==> config.mk <==
export PLATFORM = sky130hd
export DESIGN_NAME = aes_ctr_engine
export DESIGN_NICKNAME = d
export VERILOG_FILES = /design/src/rtl/aes_ctr_engine.sv
export SDC_FILE = /design/constraint.sdc
export NUM_CORES = 1
export LEC_CHECK = 0
export BUFFER_PORTS_ARGS = -buffer_cell sky130_fd_sc_hd__buf_2
export CAP_MARGIN = 40
export CORE_AREA = 2 2 362 364
export DETAILED_ROUTE_END_ITERATION = 12
export DIE_AREA = 0 0 364 366
export GPL_TIMING_DRIVEN = 0
export HOLD_SLACK_MARGIN = 0.03
export PLACE_DENSITY = 0.49
export SETUP_SLACK_MARGIN = 0.4
export SLEW_MARGIN = 5
export SYNTH_ARGS = -nofsm -noshare
export SYNTH_HDL_FRONTEND = slang
export SYNTH_SLANG_ARGS = --single-unit
export TNS_END_PERCENT = 1
==> constraint.sdc <==
create_clock -name clk -period 34.9 [get_ports clk]
set_clock_uncertainty 0.2 [all_clocks]
set_input_delay 5.235 -clock clk [delete_from_list [all_inputs] [get_ports clk]]
set_output_delay 5.235 -clock clk [all_outputs]
set_load 0.05 [all_outputs]
==> src/rtl/aes_ctr_engine.sv <==
// aes_ctr_engine: ECB/CTR sequencing wrapper around an external block-cipher core.
//
// Ports:
//   clk, rst                       clock, asynchronous active-high reset
//   cfg_we/cfg_mode/cfg_key/cfg_iv configuration load (mode 0 = ECB, 1 = CTR)
//   cfg_err                        one-cycle pulse when a config load is rejected
//   in_valid/in_ready/in_data      plaintext input stream (valid-ready)
//   out_valid/out_ready/out_data   result output stream (valid-ready)
//   core_start/core_key/core_data  request to the cipher core
//   core_cipher/core_valid         core result and its done pulse
//   blk_cnt                        count of blocks pushed to the output FIFO
//
// One block is in flight at a time. A block is only accepted when the output
// FIFO has a free slot, so the core result can always be pushed on arrival.
module aes_ctr_engine #(
  parameter int DATA_WIDTH = 128,
  parameter int KEY_WIDTH  = 128,
  parameter int CTR_WIDTH  = 32,
  parameter int OUT_DEPTH  = 2
) (
  input  logic                  clk,
  input  logic                  rst,
  input  logic                  cfg_we,
  input  logic                  cfg_mode,
  input  logic [KEY_WIDTH-1:0]  cfg_key,
  input  logic [DATA_WIDTH-1:0] cfg_iv,
  output logic                  cfg_err,
  input  logic                  in_valid,
  output logic                  in_ready,
  input  logic [DATA_WIDTH-1:0] in_data,
  output logic                  out_valid,
  input  logic                  out_ready,
  output logic [DATA_WIDTH-1:0] out_data,
  output logic                  core_start,
  output logic [KEY_WIDTH-1:0]  core_key,
  output logic [DATA_WIDTH-1:0] core_data,
  input  logic [DATA_WIDTH-1:0] core_cipher,
  input  logic                  core_valid,
  output logic [31:0]           blk_cnt
);

  localparam int PW = (OUT_DEPTH > 1) ? $clog2(OUT_DEPTH) : 1;
  localparam int CW = $clog2(OUT_DEPTH + 1);
  localparam logic [CW-1:0] DEPTH_C   = CW'(OUT_DEPTH);
  localparam logic [PW-1:0] LAST_PTR  = PW'(OUT_DEPTH - 1);
  // Selects the low CTR_WIDTH bits that take part in the counter increment.
  localparam logic [DATA_WIDTH-1:0] CTR_MASK = {DATA_WIDTH{1'b1}} >> (DATA_WIDTH - CTR_WIDTH);

  typedef enum logic [1:0] {IDLE, START, WAIT} state_t;

  state_t                state;
  logic [KEY_WIDTH-1:0]  key;
  logic                  mode;
  logic                  key_loaded;
  logic [DATA_WIDTH-1:0] ctr_reg;
  logic [DATA_WIDTH-1:0] held;

  logic [DATA_WIDTH-1:0] mem [OUT_DEPTH];
  logic [PW-1:0]         wr_ptr, rd_ptr;
  logic [CW-1:0]         count;

  logic                  xfer, push, pop;
  logic [DATA_WIDTH-1:0] result, ctr_next;

  assign in_ready  = (state == IDLE) && key_loaded && (count < DEPTH_C);
  assign xfer      = in_valid && in_ready;
  // A done pulse only counts while a block is actually outstanding.
  assign push      = (state == WAIT) && core_valid;
  assign out_valid = (count != '0);
  assign pop       = out_valid && out_ready;
  assign out_data  = mem[rd_ptr];

  assign core_key  = key;
  assign core_data = mode ? ctr_reg : held;
  assign result    = mode ? (core_cipher ^ held) : core_cipher;
  assign ctr_next  = (ctr_reg & ~CTR_MASK) | ((ctr_reg + DATA_WIDTH'(1)) & CTR_MASK);

  always_ff @(posedge clk or posedge rst) begin
    if (rst) begin
      state      <= IDLE;
      key        <= '0;
      mode       <= 1'b0;
      key_loaded <= 1'b0;
      ctr_reg    <= '0;
      held       <= '0;
      core_start <= 1'b0;
      cfg_err    <= 1'b0;
      blk_cnt    <= '0;
    end else begin
      core_start <= 1'b0;
      cfg_err    <= 1'b0;
      if (cfg_we) begin
        if (state == IDLE) begin
          key        <= cfg_key;
          mode       <= cfg_mode;
          ctr_reg    <= cfg_iv;
          key_loaded <= 1'b1;
        end else begin
          cfg_err <= 1'b1;
        end
      end
      case (state)
        IDLE: if (xfer) begin
          held       <= in_data;
          core_start <= 1'b1;
          state      <= START;
        end
        START: state <= WAIT;
        WAIT: if (core_valid) begin
          state   <= IDLE;
          blk_cnt <= blk_cnt + 32'd1;
          if (mode) ctr_reg <= ctr_next;
        end
        default: state <= IDLE;
      endcase
    end
  end

  // FIFO bookkeeping; storage itself needs no reset since count gates visibility.
  always_ff @(posedge clk or posedge rst) begin
    if (rst) begin
      wr_ptr <= '0;
      rd_ptr <= '0;
      count  <= '0;
    end else begin
      if (push) wr_ptr <= (wr_ptr == LAST_PTR) ? '0 : wr_ptr + PW'(1);
      if (pop)  rd_ptr <= (rd_ptr == LAST_PTR) ? '0 : rd_ptr + PW'(1);
      case ({push, pop})
        2'b10:   count <= count + CW'(1);
        2'b01:   count <= count - CW'(1);
        default: count <= count;
      endcase
    end
  end

  always_ff @(posedge clk) begin
    if (push) mem[wr_ptr] <= result;
  end

endmodule
==> results of run 1 <==
[power by group]
| part | leakage [uW] | switching, uW | total, uW | internal, uW |
|---|---|---|---|---|
| registers | 0.00750 | 190 | 1340 | 1150 |
| clock network | 0.00127 | 364 | 858 | 493 |
| logic | 0.00880 | 1630 | 2260 | 626 |
[synth_stat cells, types with 2 or more instances]
cell | count | share of area
edfxtp_1 | 256 | 0.26
inv_1 | 7 | 0.00090
a31oi_1 | 3 | 0.00065
and3_1 | 9 | 0.0019
xor2_1 | 6 | 0.0018
mux2_2 | 385 | 0.15
a21oi_1 | 12 | 0.0021
o211ai_1 | 2 | 0.00052
buf_1 | 6 | 0.00077
o21ai_0 | 9 | 0.0015
nand2b_1 | 2 | 0.00043
ha_1 | 3 | 0.0013
and4_1 | 7 | 0.0021
a22oi_1 | 2 | 0.00052
nor4_1 | 7 | 0.0015
nor2_1 | 41 | 0.0053
nand3_1 | 21 | 0.0036
o22ai_1 | 7 | 0.0015
clkbuf_1 | 96 | 0.012
o221a_2 | 5 | 0.0019
dfrtp_1 | 426 | 0.37
a311oi_1 | 5 | 0.0015
buf_2 | 7 | 0.0012
nor3_1 | 10 | 0.0017
or2_2 | 2 | 0.00043
and2_1 | 9 | 0.0019
buf_4 | 12 | 0.0031
nor3_2 | 2 | 0.00069
or3_1 | 3 | 0.00065
xnor2_1 | 160 | 0.048
nand2_1 | 834 | 0.11
a211oi_1 | 9 | 0.0023
nand4_1 | 15 | 0.0032
[per-layer routing]
metal,share of wire,track usage,up-vias
li1,-,-,10200
met1,0.41,0.207,10900
met2,0.49,0.292,780
met3,0.078,0.0490,144
met4,0.019,0.0487,36
met5,0.0019,0,-
[cells by family (layout without fill, tap and decap cells)]
logic type      after synthesis  count (layout)
mux                         386             386
xor+xnor                    166             166
buf+inv                     130            1248
compound gates               61              61
other cells                   0              21
flops                       682             682
simple gates                972             972
fa+ha+maj                     3               3
[placed cells by master (no fill, tap or decap), drive strengths merged, types with 7 or more instances in the layout]
cell    count
a21oi      12
mux2      385
diode      21
nor3       12
nand4      16
dfrtp     426
edfxtp    256
and4        7
o21ai       9
and3        9
nand2     835
nor2       41
inv        13
o22ai       7
nand3      21
buf       992
xnor2     160
clkbuf    227
nor4        7
a211oi      9
and2        9
clkinv      8
[worst max-delay path, cell delays in order, from the launching register on]
cell and delay (ns):
dfrtp_1 0.31, buf_2 0.31, clkbuf_2 0.58, clkbuf_1 0.55, buf_6 0.24, mux2_2 0.33
buf_2 0.22
[area by class of cell]
type / instances / area (um^2)
fill: 13600 / 89800
sequential: 682 / 18300
multi-input combinational: 1588 / 10200
timing repair buffer: 966 / 5200
clock buffer: 130 / 2360
tap: 1742 / 2180
buffer: 123 / 533
clock inverter: 22 / 290
antenna: 21 / 52.6
inverter: 7 / 33.8
[worst max path at each step]
stage | from | slack (ns) | cells past startpoint | end
2_1_floorplan | rst | 17.60 | 1 | blk_cnt[0]
3_3_place_gp | rst | 10.58 | 2 | wr_ptr
3_5_place_dp | mode | 26.68 | 6 | core_data[117]
4_1_cts | mode | 25.88 | 6 | core_data[117]
5_1_grt | mode | 25.95 | 6 | core_data[117]
6_report | mode | 26.20 | 6 | core_data[123]
[per-stage QoR]
stage	power (uW)	area [um^2]	util	std cells
6_report	4450	39200	0.304	5281
5_1_grt	4680	39200	0.304	5273
4_1_cts	4520	39100	0.303	5260
3_5_place_dp	3640	36500	0.283	5108
3_3_place_gp	3610	35900	0.279	5080
2_1_floorplan	2910	29100	-	2400
==> results.md, run 1 <==
* Status: finished clean
* Hold Fails Final Rpt at 0
* Die X-Extent at 364 um
* Reg2reg setup slack at approximately 32 ns
* Hold Slack at 0.265 ns
* Reg2reg path depth at 7
* Total gr overflow at 0
* Post-CTS Repair Setup Buffers at 0
* Setup WS pre-CTS at 26.68 ns
* Leakage power at 0.0176 uW
* Fin. max-slew vios at 0
* Simple-gate share of the synthesized area at 0.135
* Initial antenna violation count at 47
* Synth Flop Type: dfrtp_1
* # H-tree levels at 3
* Syn Area/Cell at 12.1 um^2
* Post-synthesis cell type count at 53
* Setup crit start kind: register
* Min-Delay Startpoint: key_loaded
* Hold Crit Depth at 1
* Fin nets at 3972
* Overall routing resource usage at 0.171
* Synth Area in XOR/XNOR at 0.0500
* DR DRC count at 0
* Reg-to-Reg Start: state[0]
* First-pass GRT wire length at 163 mm
* Part of the Yosys area used for sequential elements at 0.631
* WP data required at 29.46 ns
* Via-to-Cell Ratio at between 4 and 5
* Net count after synthesis at just under 3000
* RSZ-0062 raised after global routing: false
* Max reg flops at 256
* Layout cells sized above 1 at 0.428
* Hold path endpoint: key_loaded
* Site row count at 132
* DRT Wirelength at roughly 120 mm
* IO Port Bufs at 938
* Number of global-route vias before repair at 22500
* Core area at 129000 um^2
* CTS buffer count at 82
* Final worst setup slack at 26.20 ns
* Crit path DAT at approximately 3.3 ns
* Vias at approximately 22000
* Compound-Gate Fraction of Synth Area at 0.0147
* Antenna Nets Post-Route at 0
* VDD IR max at 0.0000630 V
* CTS tree: built
* Total Neg Setup Slack at 0 ns
* Setup violations, final at 0
* Post_cts resized at 0
* Final min period at 8.70 ns
* Period utilization at 0.249
* Post-synth EDFFs at between 200 and 300
* Routability cong. at 0.864
* Largest net degree at the start of global routing at 103
* DR WL/cell at 22.1 um
* Worst min path class: reg2reg
* Synth Register Bits at 682
* Sinks on Clock Net at 682
* Async set-reset flop share out of synthesis at 0.625
* RR Endpoint: mem[0][42]
* DP Wirelength at roughly 91 mm
* Slew margin rel. at 0.430
* Cell count after synthesis at 2400
* Reg clk slew, reported paths at 0.06 ns
* Die H at 366 um
* Worst skew pair latency at between 0.6 and 0.7 ns
* Clk buf depth at 3
* Area grow syn2layout at 34.8%
* Setup Crit Path Kind: reg2out
* Main combinational cell family by area after synthesis: multiplexers
* Die Area at 133000 um^2
* Proportion of synthesized area in mux cells at 0.149
* Initial Utilization at 0.225
* Max-cap violations at 0
* CP endpoint kind: primary output
* Power Dens Cells at 114 nW/um^2
* CP Max Fanout at 10
* Clk root buf: clkbuf_16
* Tightest Pin Transition at 0.855 ns
* Top reg by flops: mem
* Number of iterations in the first detailed-routing pass at 5
* Fmax at 0.115 GHz
* Synth Warn # at 0
* First DRT Iteration DRCs at 1189
* Post-synthesis cell area at ~29000 um^2
* Adder-cell area share of the yosys netlist at 0.00129
* Hold bufs inserted after CTS at 0
* Io pins at about 940
No activity file was read; power rests on OpenSTA's default activity.
==> run 2: changes to the inputs <==
Settings changed: ABC_AREA from default to 1, CORE_AREA 2 2 362 364 to 2 2 368 370, DIE_AREA 0 0 364 366 to 0 0 370 372, PLACE_DENSITY 0.49 to 0.51.
Clock period 34.9 ns to 7.4 ns, I/O delays scaled along.
==> run 2 against run 1 <==
Effect of this change:
- die area grew 3.3%
- via count up 25%
- worst hold slack got worse by 0.038 ns
- setup slack got worse by 23 ns
- cell area up 5.0%
- critical endpoint is now core_data[81]
==> results.md, run 2 <==
* Status: finished clean
* Layout cells sized above 1 at 0.259 (-0.169)
* CP Max Fanout at 10 (unchanged)
* Most common cell after layout, fill and taps aside: nand2_1
* Top cells by area, synth: dfrtp_1 35%, nand2_1 26%, edfxtp_1 25%
* Top reg by flops: mem
* Cell area after placement at 38300 um^2 (+5.1%)
* Routability cong. at 0.923 (+6.8%)
* Power Dens Cells at 525 nW/um^2 (+360%)
* Leakage power at 0.0213 uW (+21%)
* Number of global-route vias before repair at 26900 (+19%)
* RSZ-0062 raised after global routing: false
* Area grow syn2layout at 33.8%
* DR DRC count at 0 (unchanged)
* Post-CTS Repair Setup Buffers at 0 (unchanged)
* Initial antenna violation count at 51 (+8.5%)
* Synth Warn # at 0 (unchanged)
* Synth Flop Type: dfrtp_1
* Reg-to-Reg Start: state[1]
* Hold bufs inserted after CTS at 0 (unchanged)
* Largest net degree at the start of global routing at 35 (-66%)
* Max-cap violations at 0 (unchanged)
* Final min period at 4.66 ns
* Post-synth top area cell: dfrtp_1
* CTS buffer count at 81 (-1.2%)
* DR WL/cell at 21.2 um (-3.8%)
* Cell count after synthesis at 3607 (+50%)
* Clk root buf: clkbuf_16
* Synth Register Bits at 682 (unchanged)
* Number of iterations in the first detailed-routing pass at 9 (+4)
* Final instance area at 41100 um^2 (+5.0%)
* Syn Area/Cell at 8.52 um^2 (-30%)
* Start point of the critical path: mode
* Tightest Pin Transition at 0.943 ns (+0.0873 ns)
* Reg clk slew, reported paths at 0.06 ns (about the same)
* Via-to-Cell Ratio at 4.23 (+1.1%)
* Io pins at 939 (unchanged)
* CTS tree: built
* # fillers at 14600 (+7.6%)
* CP endpoint kind: primary output
* Setup crit start kind: register
* Dpl cells at 6362 (+25%)
* Post-synthesis cell area at 30700 um^2 (+5.7%)
* Die X-Extent at 370 um (+1.6%)
* Core area at 134000 um^2 (+4.1%)
* # H-tree levels at 3 (unchanged)
* Area fraction of the dominant cell type after synthesis at 0.347 (-0.0199)
* Max reg flops at 256 (unchanged)
* Post-synthesis cell type count at 35 (-34%)
* VDD IR max at 0.000336 V (+430%)
* DP Wirelength at 111 mm (+22%)
* Net count after synthesis at 4129 (+41%)
* First-pass GRT wire length at 192 mm (+18%)
* Worst min path class: in2async
* Worst skew pair latency at 0.69 ns (about the same)
* Period utilization at 0.630
* Finished Core Util at 0.306 (+0.00256)
* Commonest cells post-synth: 2103 x nand2_1, 426 x dfrtp_1, 256 x edfxtp_1
* Setup Crit Path Kind: reg2out
* Most common cell in the netlist: nand2_1
* Reg area at 18300 um^2 (unchanged)
* Die H at 372 um (+1.6%)
* Post-synth EDFFs at 256 (unchanged)
* Post-Layout Cell Count at 6540 (+24%)
* Slew margin rel. at 0.371 (-0.0582)
* Hold Fails Final Rpt at 0 (unchanged)
* Fin nets at 5186 (+31%)
* Fmax at approximately 0.21 GHz
* Post_cts resized at 0 (unchanged)
* IO Port Bufs at 938 (unchanged)
* Site row count at 135 (+2.3%)
* Multi-input logic area at 10900 um^2 (+6.6%)
* Overall routing resource usage at 0.195 (+0.0240)
* DRT Wirelength at 139 mm (+19%)
* Total gr overflow at 0 (unchanged)
* Async set-reset flop share out of synthesis at 0.625 (unchanged)
* Part of the Yosys area used for sequential elements at 0.597 (-0.0342)
* Initial Utilization at 0.229 (+0.00351)
* Die Area at 138000 um^2 (+3.3%)
* Crit path DAT at 3.35 ns (+0.09 ns)
* First DRT Iteration DRCs at 1997 (+68%)
* Most frequent cells in the layout: 2103 x nand2_1, 1009 x buf_2, 426 x dfrtp_1
* Vias at 27700 (+25%)
* Antenna Nets Post-Route at 0 (unchanged)
* WP data required at 6.09 ns (-23.37 ns)
* Setup violations, final at 0 (unchanged)
* Sinks on Clock Net at 682 (unchanged)
* Fin. max-slew vios at 0 (unchanged)
* Clk buf depth at 3 (unchanged)
run 2: cell count changes in the layout (fill, tap and decap cells not counted), moves of 48 or more:
cell     change
xnor2_1    -147
buf_2       +64
mux2_2     -385
xor2_1     +147
o21ai_0     +48
inv_1      +197
nand2_1   +1269
nor2_1      +56
run 2: power breakdown:
group / internal, uW / leakage, uW / switching (uW) / total [uW]
clock: 2380 / 0.00135 / 1770 / 4150
sequential: 5340 / 0.00759 / 875 / 6220
combinational: 2400 / 0.0123 / 8840 / 11200
run 2: kinds of logic (layout without fill, tap and decap cells):
logic type	Yosys count	in the layout	synth area share
simple gates	2286	2286	0.287
flops	682	682	0.597
buf+inv	369	1491	0.0503
xor+xnor	166	166	0.0473
compound gates	101	101	0.0174
fa+ha+maj	3	3	0.00122
other cells	0	30	0
run 2: area by class of cell:
| class | instances | share of cell area |
|---|---|---|
| clock buffer | 108 | 0.0537 |
| antenna | 30 | 0.00182 |
| multi-input combinational | 2556 | 0.264 |
| timing repair buffer | 974 | 0.130 |
| tap | 1781 | 0.0542 |
| inverter | 210 | 0.0193 |
| buffer | 159 | 0.0185 |
| sequential | 682 | 0.446 |
| clock inverter | 40 | 0.0130 |
run 2: metrics by stage:
step / worst slack (ns) / power [uW] / hold WS, ns / setup TNS (ns)
floorplan: -0.223 / 13600 / 0.232 / -57.03
global placement: -5.31 / 17500 / 0.251 / -2713.33
detailed placement: 3.15 / 17600 / 0.255 / 0
CTS: 2.41 / 21900 / 0.170 / 0
global route: 2.46 / 22800 / 0.204 / 0
finish: 2.74 / 21600 / 0.227 / 0
run 2: critical path: stages, from the launching register on:
cell,delay (ns)
dfrtp_1,0.42
buf_2,0.43
clkbuf_2,0.66
clkbuf_1,0.44
nand2_1,0.14
nand2_1,0.22
buf_2,0.31
run 2: worst paths after layout:
path	end	cells after the start	slack [ns]
setup / recovery	core_data[81]	6	2.74
hold / removal	core_key[8]	2	0.23
hold reg to reg	key_loaded	2	0.27
setup reg to reg	mem[1][75]	7	4.15
max in group asynchronous	held[70]	9	4.77
min in group clk	key_loaded	2	0.27
run 2: per-layer routing:
layer	global-route usage	up-vias	wire length [um]
met5	0	-	191
met4	0.0704	32	4790
met3	0.0472	231	9220
met2	0.327	945	67500
met1	0.242	13200	57000
li1	-	13200	-
